## src/rtl/transmissor_malha.sv

```systemverilog
// Serialises a snapshot of the occupancy grid as a byte stream: 0xA5 header, packed cells, optional XOR checksum.
// Define TRANSMISSOR_CHECKSUM_EN to append the checksum byte before the end-of-frame pulse.
module transmissor_malha #(
   parameter int unsigned TamanhoMalha = 8
) (
   input  logic                                         clock,
   input  logic                                         reset,
   input  logic [TamanhoMalha-1:0][TamanhoMalha-1:0][1:0] malha,
   input  logic                                         operacaoFinalizada,
   output logic [7:0]                                   dadoSaida,
   output logic                                         dadoValido,
   input  logic                                         dadoPronto,
   output logic                                         ocupado,
   output logic                                         quadroFinalizado
);

   localparam int unsigned COLS  = TamanhoMalha / 4;
   localparam int unsigned TOTAL = TamanhoMalha * TamanhoMalha / 4;
   localparam int unsigned CW    = $clog2(TOTAL);
   localparam int unsigned XW    = $clog2(TamanhoMalha);
   localparam int unsigned KW    = (COLS > 1) ? $clog2(COLS) : 1;
   localparam logic [7:0]  CABEC = 8'hA5;

   typedef enum logic [2:0] {
      OCIOSO,
      CABECALHO,
      DADOS,
      CHECKSUM,
      FIM
   } estado_t;

   estado_t                                      estado;
   logic                                         op_q;
   logic [CW-1:0]                                cnt;
   logic [KW-1:0]                                col;
   logic [XW-1:0]                                lin;
   logic [TamanhoMalha-1:0][TamanhoMalha-1:0][1:0] snap;
   logic [7:0]                                   byte_c;
   logic                                         borda;
   logic                                         transf;
`ifdef TRANSMISSOR_CHECKSUM_EN
   logic [7:0]                                   chk;
`endif

   assign borda  = operacaoFinalizada & ~op_q;
   assign transf = dadoValido & dadoPronto;

   // Byte at the read pointer: four consecutive-x cells of row lin, lowest x in the low bits.
   assign byte_c = {snap[XW'({col, 2'd3})][lin], snap[XW'({col, 2'd2})][lin],
                    snap[XW'({col, 2'd1})][lin], snap[XW'({col, 2'd0})][lin]};

   // Snapshot is captured only when a frame is launched; its contents are not reset.
   always_ff @(posedge clock) begin
      if (reset && estado == OCIOSO && borda) begin
         snap <= malha;
      end
   end

   // Frame FSM; col/lin always point at the next data byte to load into dadoSaida.
   always_ff @(posedge clock) begin
      if (!reset) begin
         estado           <= OCIOSO;
         op_q             <= 1'b0;
         cnt              <= '0;
         col              <= '0;
         lin              <= '0;
         dadoSaida        <= 8'h00;
         dadoValido       <= 1'b0;
         ocupado          <= 1'b0;
         quadroFinalizado <= 1'b0;
`ifdef TRANSMISSOR_CHECKSUM_EN
         chk              <= 8'h00;
`endif
      end else begin
         op_q             <= operacaoFinalizada;
         quadroFinalizado <= 1'b0;
         case (estado)
            OCIOSO: begin
               if (borda) begin
                  estado     <= CABECALHO;
                  dadoSaida  <= CABEC;
                  dadoValido <= 1'b1;
                  ocupado    <= 1'b1;
                  cnt        <= '0;
                  col        <= '0;
                  lin        <= '0;
`ifdef TRANSMISSOR_CHECKSUM_EN
                  chk        <= 8'h00;
`endif
               end
            end
            CABECALHO: begin
               if (transf) begin
                  estado    <= DADOS;
                  dadoSaida <= byte_c;
                  if (col == KW'(COLS - 1)) begin
                     col <= '0;
                     lin <= lin + 1'b1;
                  end else begin
                     col <= col + 1'b1;
                  end
               end
            end
            DADOS: begin
               if (transf) begin
`ifdef TRANSMISSOR_CHECKSUM_EN
                  chk <= chk ^ dadoSaida;
`endif
                  if (cnt == CW'(TOTAL - 1)) begin
`ifdef TRANSMISSOR_CHECKSUM_EN
                     estado    <= CHECKSUM;
                     dadoSaida <= chk ^ dadoSaida;
`else
                     estado           <= FIM;
                     dadoSaida        <= 8'h00;
                     dadoValido       <= 1'b0;
                     quadroFinalizado <= 1'b1;
`endif
                  end else begin
                     cnt       <= cnt + 1'b1;
                     dadoSaida <= byte_c;
                     if (col == KW'(COLS - 1)) begin
                        col <= '0;
                        lin <= lin + 1'b1;
                     end else begin
                        col <= col + 1'b1;
                     end
                  end
               end
            end
`ifdef TRANSMISSOR_CHECKSUM_EN
            CHECKSUM: begin
               if (transf) begin
                  estado           <= FIM;
                  dadoSaida        <= 8'h00;
                  dadoValido       <= 1'b0;
                  quadroFinalizado <= 1'b1;
               end
            end
`endif
            FIM: begin
               estado  <= OCIOSO;
               ocupado <= 1'b0;
            end
            default: begin
               estado     <= OCIOSO;
               dadoSaida  <= 8'h00;
               dadoValido <= 1'b0;
               ocupado    <= 1'b0;
            end
         endcase
      end
   end

endmodule

```

## config.mk

```make
export PLATFORM = sky130hd
export DESIGN_NAME = transmissor_malha
export DESIGN_NICKNAME = d
export VERILOG_FILES = /design/src/rtl/transmissor_malha.sv
export SDC_FILE = /design/constraint.sdc
export NUM_CORES = 1
export LEC_CHECK = 0
export ABC_AREA = 1
export BUFFER_PORTS_ARGS = -buffer_cell sky130_fd_sc_hd__buf_2
export CAP_MARGIN = 20
export CORE_ASPECT_RATIO = 1.4
export CORE_MARGIN = 2
export CORE_UTILIZATION = 30
export CTS_BUF_LIST = sky130_fd_sc_hd__clkbuf_4
export DETAILED_ROUTE_END_ITERATION = 6
export SETUP_SLACK_MARGIN = 0.5
export SYNTH_ARGS = -nofsm -noshare
export SYNTH_HDL_FRONTEND = slang
export SYNTH_SLANG_ARGS = --single-unit
```

## constraint.sdc

```tcl
create_clock -name clock -period 16.8 [get_ports clock]
set_input_delay 5.04 -clock clock [delete_from_list [all_inputs] [get_ports clock]]
set_output_delay 5.04 -clock clock [all_outputs]
set_load 0.02 [all_outputs]
```

# Word-level counts from Yosys, hierarchy flattened
# Cells that the tools add are included.
# Widths: inputs -> output; s select.
dict set report word_totals {
  ff_bits 151
  output_inout_bits 11
}
dict set report op_classes {
  n_addsub 3
  magnitude_cmp 5
  eq_ne 9
  n_mux 48
  n_bitwise 6
  n_reduce_logical 14
}
# op n
set ops {}
lappend ops {{$mux 16} 8}
lappend ops {{$mux 8} 4}
lappend ops {{$pmux 8 s4} 1}
lappend ops {{$mux 3} 9}
lappend ops {{$bmux 2 s3} 4}
lappend ops {{$lt 3x4->1 const B} 5}
lappend ops {{$pmux 3 s3} 2}
lappend ops {{$reduce_and 4->1} 4}
lappend ops {{$mux 4} 3}
lappend ops {{$ne 2x2->1 const B} 5}
lappend ops {{$mux 1} 9}
lappend ops {{$mux 2} 4}
lappend ops {{$pmux 4 s2} 1}
lappend ops {{$pmux 1 s3} 2}
lappend ops {{$reduce_and 5->1} 1}
lappend ops {{$add 4x1->4 const B} 1}
lappend ops {{$eq 4x4->1 const B} 1}
lappend ops {{$not 1->1} 4}
lappend ops {{$reduce_or 2->1} 2}
lappend ops {{$add 3x1->3 const B} 1}
lappend ops {{$eq 3x1->1 const B} 1}
lappend ops {{$eq 3x2->1 const B} 1}
lappend ops {{$eq 3x3->1 const B} 1}
lappend ops {{$logic_not 3->1} 1}
lappend ops {{other kinds (8)} 10}

# Logic depth before layout (Yosys ltp)
# Gate-level depths: netlist of the first run.
dict set report depth {
  word_depth 7
  mapped_depth 11
}

# Worst setup path after synthesis of the first run
# No wires, ideal clock.
dict set report synth_path {
  kind {input to register}
  startpoint {input reset}
  endpoint {register snap[0] in the netlist's numbering (enable)}
  setup_time_ns 0.772
  arrival_time_ns 13.912
  required_ns 16.028
  slack_ns 2.116
  stages 2
  cell_sequence {clkinv_1 -> nor3_1}
}
dict set report synth_via {
  elab_chain_len 2
}
# element line_no
set synth_lines {}
lappend synth_lines {{from (decl)} 7} ;# input logic reset,
lappend synth_lines {{$logic_and 1x1->1 (2 in series)} 54} ;# if (reset && estado == OCIOSO && borda) begin
lappend synth_lines {{to (signal assigned)} 55} ;# snap <= malha;
lappend synth_lines {{to (decl)} 37} ;# logic [TamanhoMalha-1:0][TamanhoMalha-1:0][1:0] snap;
# Every way passes these cells.
# A chain may end at the register's enable or synchronous reset.

# Worst setup path after layout of the first run
dict set report layout_path {
  startpoint {input reset}
  endpoint {register snap[38] in the netlist's numbering (enable)}
}
# The elaborated chain is that of the path after synthesis.

==> results_dict.tcl, run 1 <==
set metrics [dict create \
    status "finished clean" \
    remaining_drc_errors 0 \
    pwr-share-seq_pct 50.1 \
    hold_violations 0 \
    firstDrtPassIters 4 \
    worst_setup_path_start_kind "input port" \
    maxSlewViolCount 0 \
    gp_congestion 0.7736 \
    grt_pass1_wl_um 23770 \
    leakagePower_nw 3.498 \
    ys_seq_area_share_pct 66.06 \
    setup_slack_ps 9513 \
    die_x_um 128.5 \
    antenna_found_initial 1 \
    vias_per_cell 4.404 \
    min_path_type "reg -> reg" \
    setup_viol 0 \
    die_area_um2 22930 \
    slew_headroom_pct 43.66 \
    totalWireLength_um 16000 \
    dieHeight_um 178.4 \
    drive_above_1_share_pct 25.06 \
    grt_pass1_vias 4514 \
    cts_buffers 17 \
    yosys.area.top_type_share_pct 59.00 \
    rows 63 \
    path_class "in -> reg" \
    tightest_slew_ps 845.2 \
    grt_max_degree 67 \
    max_clock_freq_mhz 137.2 \
    p_int_uw 601.8 \
    finalCriticalPeriod_ps 7287 \
    cp.required_ps 16970 \
    rsz0062_at_grt "false" \
    setup_tns_ps 0 \
    power_switching_uw 280.6 \
    worstSkewPairLatency_ps 550 \
    fillers 2183 \
    postCtsSetupBuffers 0 \
    crit_fanout 66 \
    yosysWarnings 0 \
    ctsLongestPathBuffers 2 \
    synth_area_per_cell_um2 9.947 \
    path_cells "buf_2 -> clkinv_1 -> nor3_2 -> buf_4 -> buf_4" \
    via_count 4717 \
    fin_skew_ps 24.92 \
    dp_hpwl_um 11140 \
    post-place-ws_ps 8914 \
    ant_nets 0 \
    synth_area_leaders "edfxtp_1, nand2_1, nand3_1" \
    io_pins 143 \
    ir_worst_vdd_uv 47.52 \
    synthCells 655 \
    clk_pin_slew_ps 120 \
    power_density_nw_per_um2 113.7 \
    syn2layout_area_growth_pct 19.11 \
    crit_top_cell "buf_4" \
    comb_power_share_pct 23.7 \
    cts_tree "yes" \
    crit_arrival_ps 7460 \
    switching_share_pct 31.80 \
    cts_resized 0 \
    overflow 0 \
    h-tree-depth 4 \
    cts_sinks 151 \
    ff2ff_setup_slack_ps 14130 \
    start_util_pct 30.61 \
    syn_area_um2 6515 \
    layout.cells.non_filler 1071 \
    drtIter0Drc 214 \
    p_total_uw 882.4 \
    yosys_register_bits 151 \
    clock_power_share_pct 26.2 \
    yosysTopAreaCell "edfxtp_1" \
    cp_top_family "buffers and inverters" \
    cts_hold_buf 0 \
    max_cap_viol_count 0 \
    place_inst 1038 \
    cpMaxStageDelayCell "buf_4" \
    detail_route.wl_per_cell_um 14.94 \
    fp.coreArea_um2 21280 \
    grt_use_total_pct 14.29 \
    yosysUniqueCellTypes 28 \
    cts-root-buf "clkbuf_4" \
    cp-end-kind "register" \
    slowest_delay_ps 790 \
    numPortBuffers 142 \
    syn_nets 789 \
    nets 931 \
    finalCritPeriodShare_pct 43.37 \
    path_buf_inv 4 \
]
[power by group through the flow]
| stage | Combinational, mW | Sequential [mW] | Clock (mW) |
|---|---|---|---|
| after floorplan | 0.139 | 0.460 | 0 |
| after global placement | 0.213 | 0.451 | 0 |
| after detailed placement | 0.214 | 0.451 | 0 |
| after CTS | 0.216 | 0.443 | 0.241 |
| after global routing | 0.235 | 0.445 | 0.257 |
| final | 0.209 | 0.442 | 0.231 |
[cells by family (layout without fill, tap and decap cells)]
family | after synthesis | count (layout) | synth area share [%]
other | 0 | 1 | 0
flip-flops | 151 | 151 | 66.06
buffers and inverters | 142 | 297 | 8.930
adder cells (fa/ha/maj) | 2 | 2 | 0.3840
XOR/XNOR | 2 | 2 | 0.2689
AND/OR/NAND/NOR | 334 | 334 | 22.01
AO/OA/AOI/OAI | 24 | 24 | 2.343
[cell usage after synthesis, drive strengths merged]
cell / number
nand2: 208
nor3: 1
o21bai: 1
clkbuf: 3
nor4: 2
dfxtp: 23
xor2: 2
a21oi: 21
ha: 2
and2: 1
buf: 23
edfxtp: 128
nand3b: 1
nor2: 14
or2: 1
nand3: 106
clkinv: 1
o21ai: 2
inv: 115
[cell type report]
cell class / instances / area (um^2) / share of cell area (%)
Inverter: 116 / 435.4 / 5.611
Sequential cell: 151 / 4305 / 55.48
Timing Repair Buffer: 149 / 763.2 / 9.836
Antenna cell: 1 / 2.502 / 0.03225
Clock inverter: 14 / 158.9 / 2.048
Tap cell: 260 / 325.3 / 4.192
Multi-Input combinational cell: 362 / 1634 / 21.06
Clock buffer: 18 / 135.1 / 1.741
[cells in the final DEF (no fill, tap or decap), types with 4 or more instances in the layout]
cell type / count
edfxtp_1: 128
buf_4: 7
a21oi_2: 8
nand3_1: 106
a21oi_1: 13
nand2_2: 4
dfxtp_1: 22
inv_1: 110
clkbuf_4: 18
inv_2: 5
nor2_1: 10
buf_2: 142
nand2_1: 203
[flip-flops by register name, indices dropped and copies added (netlist names)]
signal and cells:
op_q 1, col 1, lin 3, snap 128
dadoSaida 8, estado 3, quadroFinalizado 1, dadoValido 1
cnt 4, ocupado 1
[worst paths after layout]
check        endpoint       from  cells past startpoint
min reg2reg   ocupado    ocupado                      2
min           ocupado    ocupado                      2
max          snap[38]      reset                      5
max reg2reg  snap[38]  estado[2]                      7
[metrics by stage]
step / hold WS, ps / util [%] / instance area, um^2
2_1_floorplan: 468.9 / - / 6515
3_3_place_gp: 454.2 / 35.07 / 7463
3_5_place_dp: 458.7 / 35.07 / 7463
4_1_cts: 478.0 / 36.45 / 7757
5_1_grt: 518.2 / 36.46 / 7760
6_report: 474.7 / 36.46 / 7760
[worst min-delay path: stages (launching register included)]
cell     delay, ps
dfxtp_1        330
nand2_1         60
a21oi_1         50
[per-layer routing]
| metal | global-route usage (%) | vias to the layer above | wire, um |
|---|---|---|---|
| li1 | - | 2396 | - |
| met1 | 16.34 | 2176 | 6576 |
| met2 | 25.47 | 125 | 8384 |
| met3 | 2.819 | 20 | 600 |
| met4 | 6.839 | 0 | 437 |
| met5 | 0 | - | 0 |
No activity file was read; power rests on OpenSTA's default activity.
==> inputs of run 2 (changes only) <==
==> constraint.sdc (replaced) <==
create_clock -name clock -period 7.2 [get_ports clock]
set_input_delay 2.16 -clock clock [delete_from_list [all_inputs] [get_ports clock]]
set_output_delay 2.16 -clock clock [all_outputs]
set_load 0.02 [all_outputs]
==> run 2 against run 1 <==
Effect of this change:
- sequential share of layout area is 0.054 points higher
- register-to-register slack worse by 9000 ps
- via count is 1.4% lower
- clock power is 120% higher
- sequential power is 130% higher
==> results_dict.tcl, run 2 (synthesis results as in run 1) <==
set metrics [dict create \
    status "finished clean" \
    path_class "in -> reg" \
    syn2layout_area_growth_pct 18.99 \
    cts_buffers 17 \
    switching_share_pct 32.54 \
    grt_pass1_vias 4500 \
    cts_tree "yes" \
    finalCriticalPeriod_ps 3670 \
    cts_hold_buf 0 \
    cts_resized 0 \
    setup_tns_ps 0 \
    leakagePower_nw 3.491 \
    ant_nets 0 \
    dieHeight_um 178.4 \
    nets 930 \
    grt_max_degree 129 \
    via_count 4653 \
    cts_sinks 151 \
    grt_busiest_layer "met2" \
    clk_pin_slew_ps 120 \
    drive_above_1_share_pct 25.09 \
    overflow 0 \
    totalWireLength_um 15900 \
    cp-end-kind "register" \
    clock_power_share_pct 25.3 \
    grt_pass1_wl_um 24120 \
    rows 63 \
    setup_viol 0 \
    comb_power_share_pct 24.1 \
    hold-worst-slack_ps 474.1 \
    io_pins 143 \
    postCtsSetupBuffers 0 \
    dp_hpwl_um 10870 \
    final_cell_mix "nand2_1, buf_2, edfxtp_1" \
    post_dp_cell_area_um2 7475 \
    crit_arrival_ps 3840 \
    ctsLongestPathBuffers 2 \
    max_clock_freq_mhz 272.5 \
    cts-root-buf "clkbuf_4" \
    worst_setup_path_start_kind "input port" \
    min_path_type "reg -> reg" \
    maxSlewViolCount 0 \
    finalCritPeriodShare_pct 50.97 \
    remaining_drc_errors 0 \
    fp.coreArea_um2 21280 \
    ir_worst_vdd_uv 117.0 \
    gp_congestion 0.7476 \
    die_x_um 128.5 \
    largest_register "snap" \
    final_common_cell "nand2_1" \
    vias_per_cell 4.349 \
    largest_register_ffs 128 \
    detail_route.wl_per_cell_um 14.86 \
    largest_registers "snap (128), dadoSaida (8), cnt (4)" \
    met3_usage_pct 2.939 \
    worstSkewPairLatency_ps 540 \
    max_cap_viol_count 0 \
    slew_headroom_pct 51.06 \
    drtIter0Drc 270 \
    p_int_mw 1.375 \
    cp.required_ps 7370 \
    fin_skew_ps 16.99 \
    power_switching_uw 663.5 \
    antenna_found_initial 1 \
    die_area_um2 22930 \
    rsz0062_at_grt "false" \
    grtUsageMet1_pct 16.74 \
    tightest_slew_ps 734.1 \
    final_area_um2 7752 \
    start_util_pct 30.61 \
    hold_violations 0 \
    numPortBuffers 142 \
    crit_fanout 128 \
    grt_use_total_pct 14.43 \
    firstDrtPassIters 4 \
    power_density_nw_per_um2 263.0 \
    pwr-share-seq_pct 50.6 \
    h-tree-depth 4 \
    met2_usage_pct 26.31 \
]
[run 2: cell type report]
cell class	instances	area, um^2
multi-input combinational	362	1640
inverter	116	435.4
sequential	151	4305
antenna	1	2.502
timing repair buffer	148	768.2
clock buffer	19	142.6
fill	2201	13530
tap	260	325.3
clock inverter	13	132.6
[run 2: power groups by stage]
stage / registers (mW) / clock network (mW) / logic (mW)
final: 1.03 / 0.516 / 0.491
after global routing: 1.04 / 0.577 / 0.557
after CTS: 1.03 / 0.537 / 0.505
after detailed placement: 1.05 / 0 / 0.503
after global placement: 1.05 / 0 / 0.500
after floorplan: 1.06 / 0 / 0.325
[run 2: metal layers]
| layer | share of wire, % | up-vias | wire, um |
|---|---|---|---|
| li1 | - | 2392 | - |
| met5 | 0 | - | 0 |
| met2 | 55 | 113 | 8678 |
| met3 | 4.0 | 15 | 643 |
| met1 | 40 | 2133 | 6326 |
| met4 | 1.6 | 0 | 248 |
[run 2: worst paths after layout]
kind / startpoint / to / slack, ps / depth (start not counted)
worst max-delay path: reset / snap[96] / 3530 / 4
worst min-delay path: ocupado / ocupado / 470 / 2
worst max register to register: col / dadoSaida[1] / 5090 / 10
worst min register to register: ocupado / ocupado / 470 / 2
[run 2: per-stage QoR]
stage	std cells	power (mW)	worst slack, ps	utilization (%)
global placement	1037	1.552	3019	35.12
floorplan	655	1.389	1273	-
CTS	1069	2.074	3614	36.41
finish	1070	2.039	3530	36.43
global route	1070	2.172	3424	36.43
detailed placement	1037	1.556	3001	35.12
[run 2: worst max-delay path: stages]
cell      delay [ps]
buf_2            130
clkinv_1         500
nor3_4           400
buf_12           480
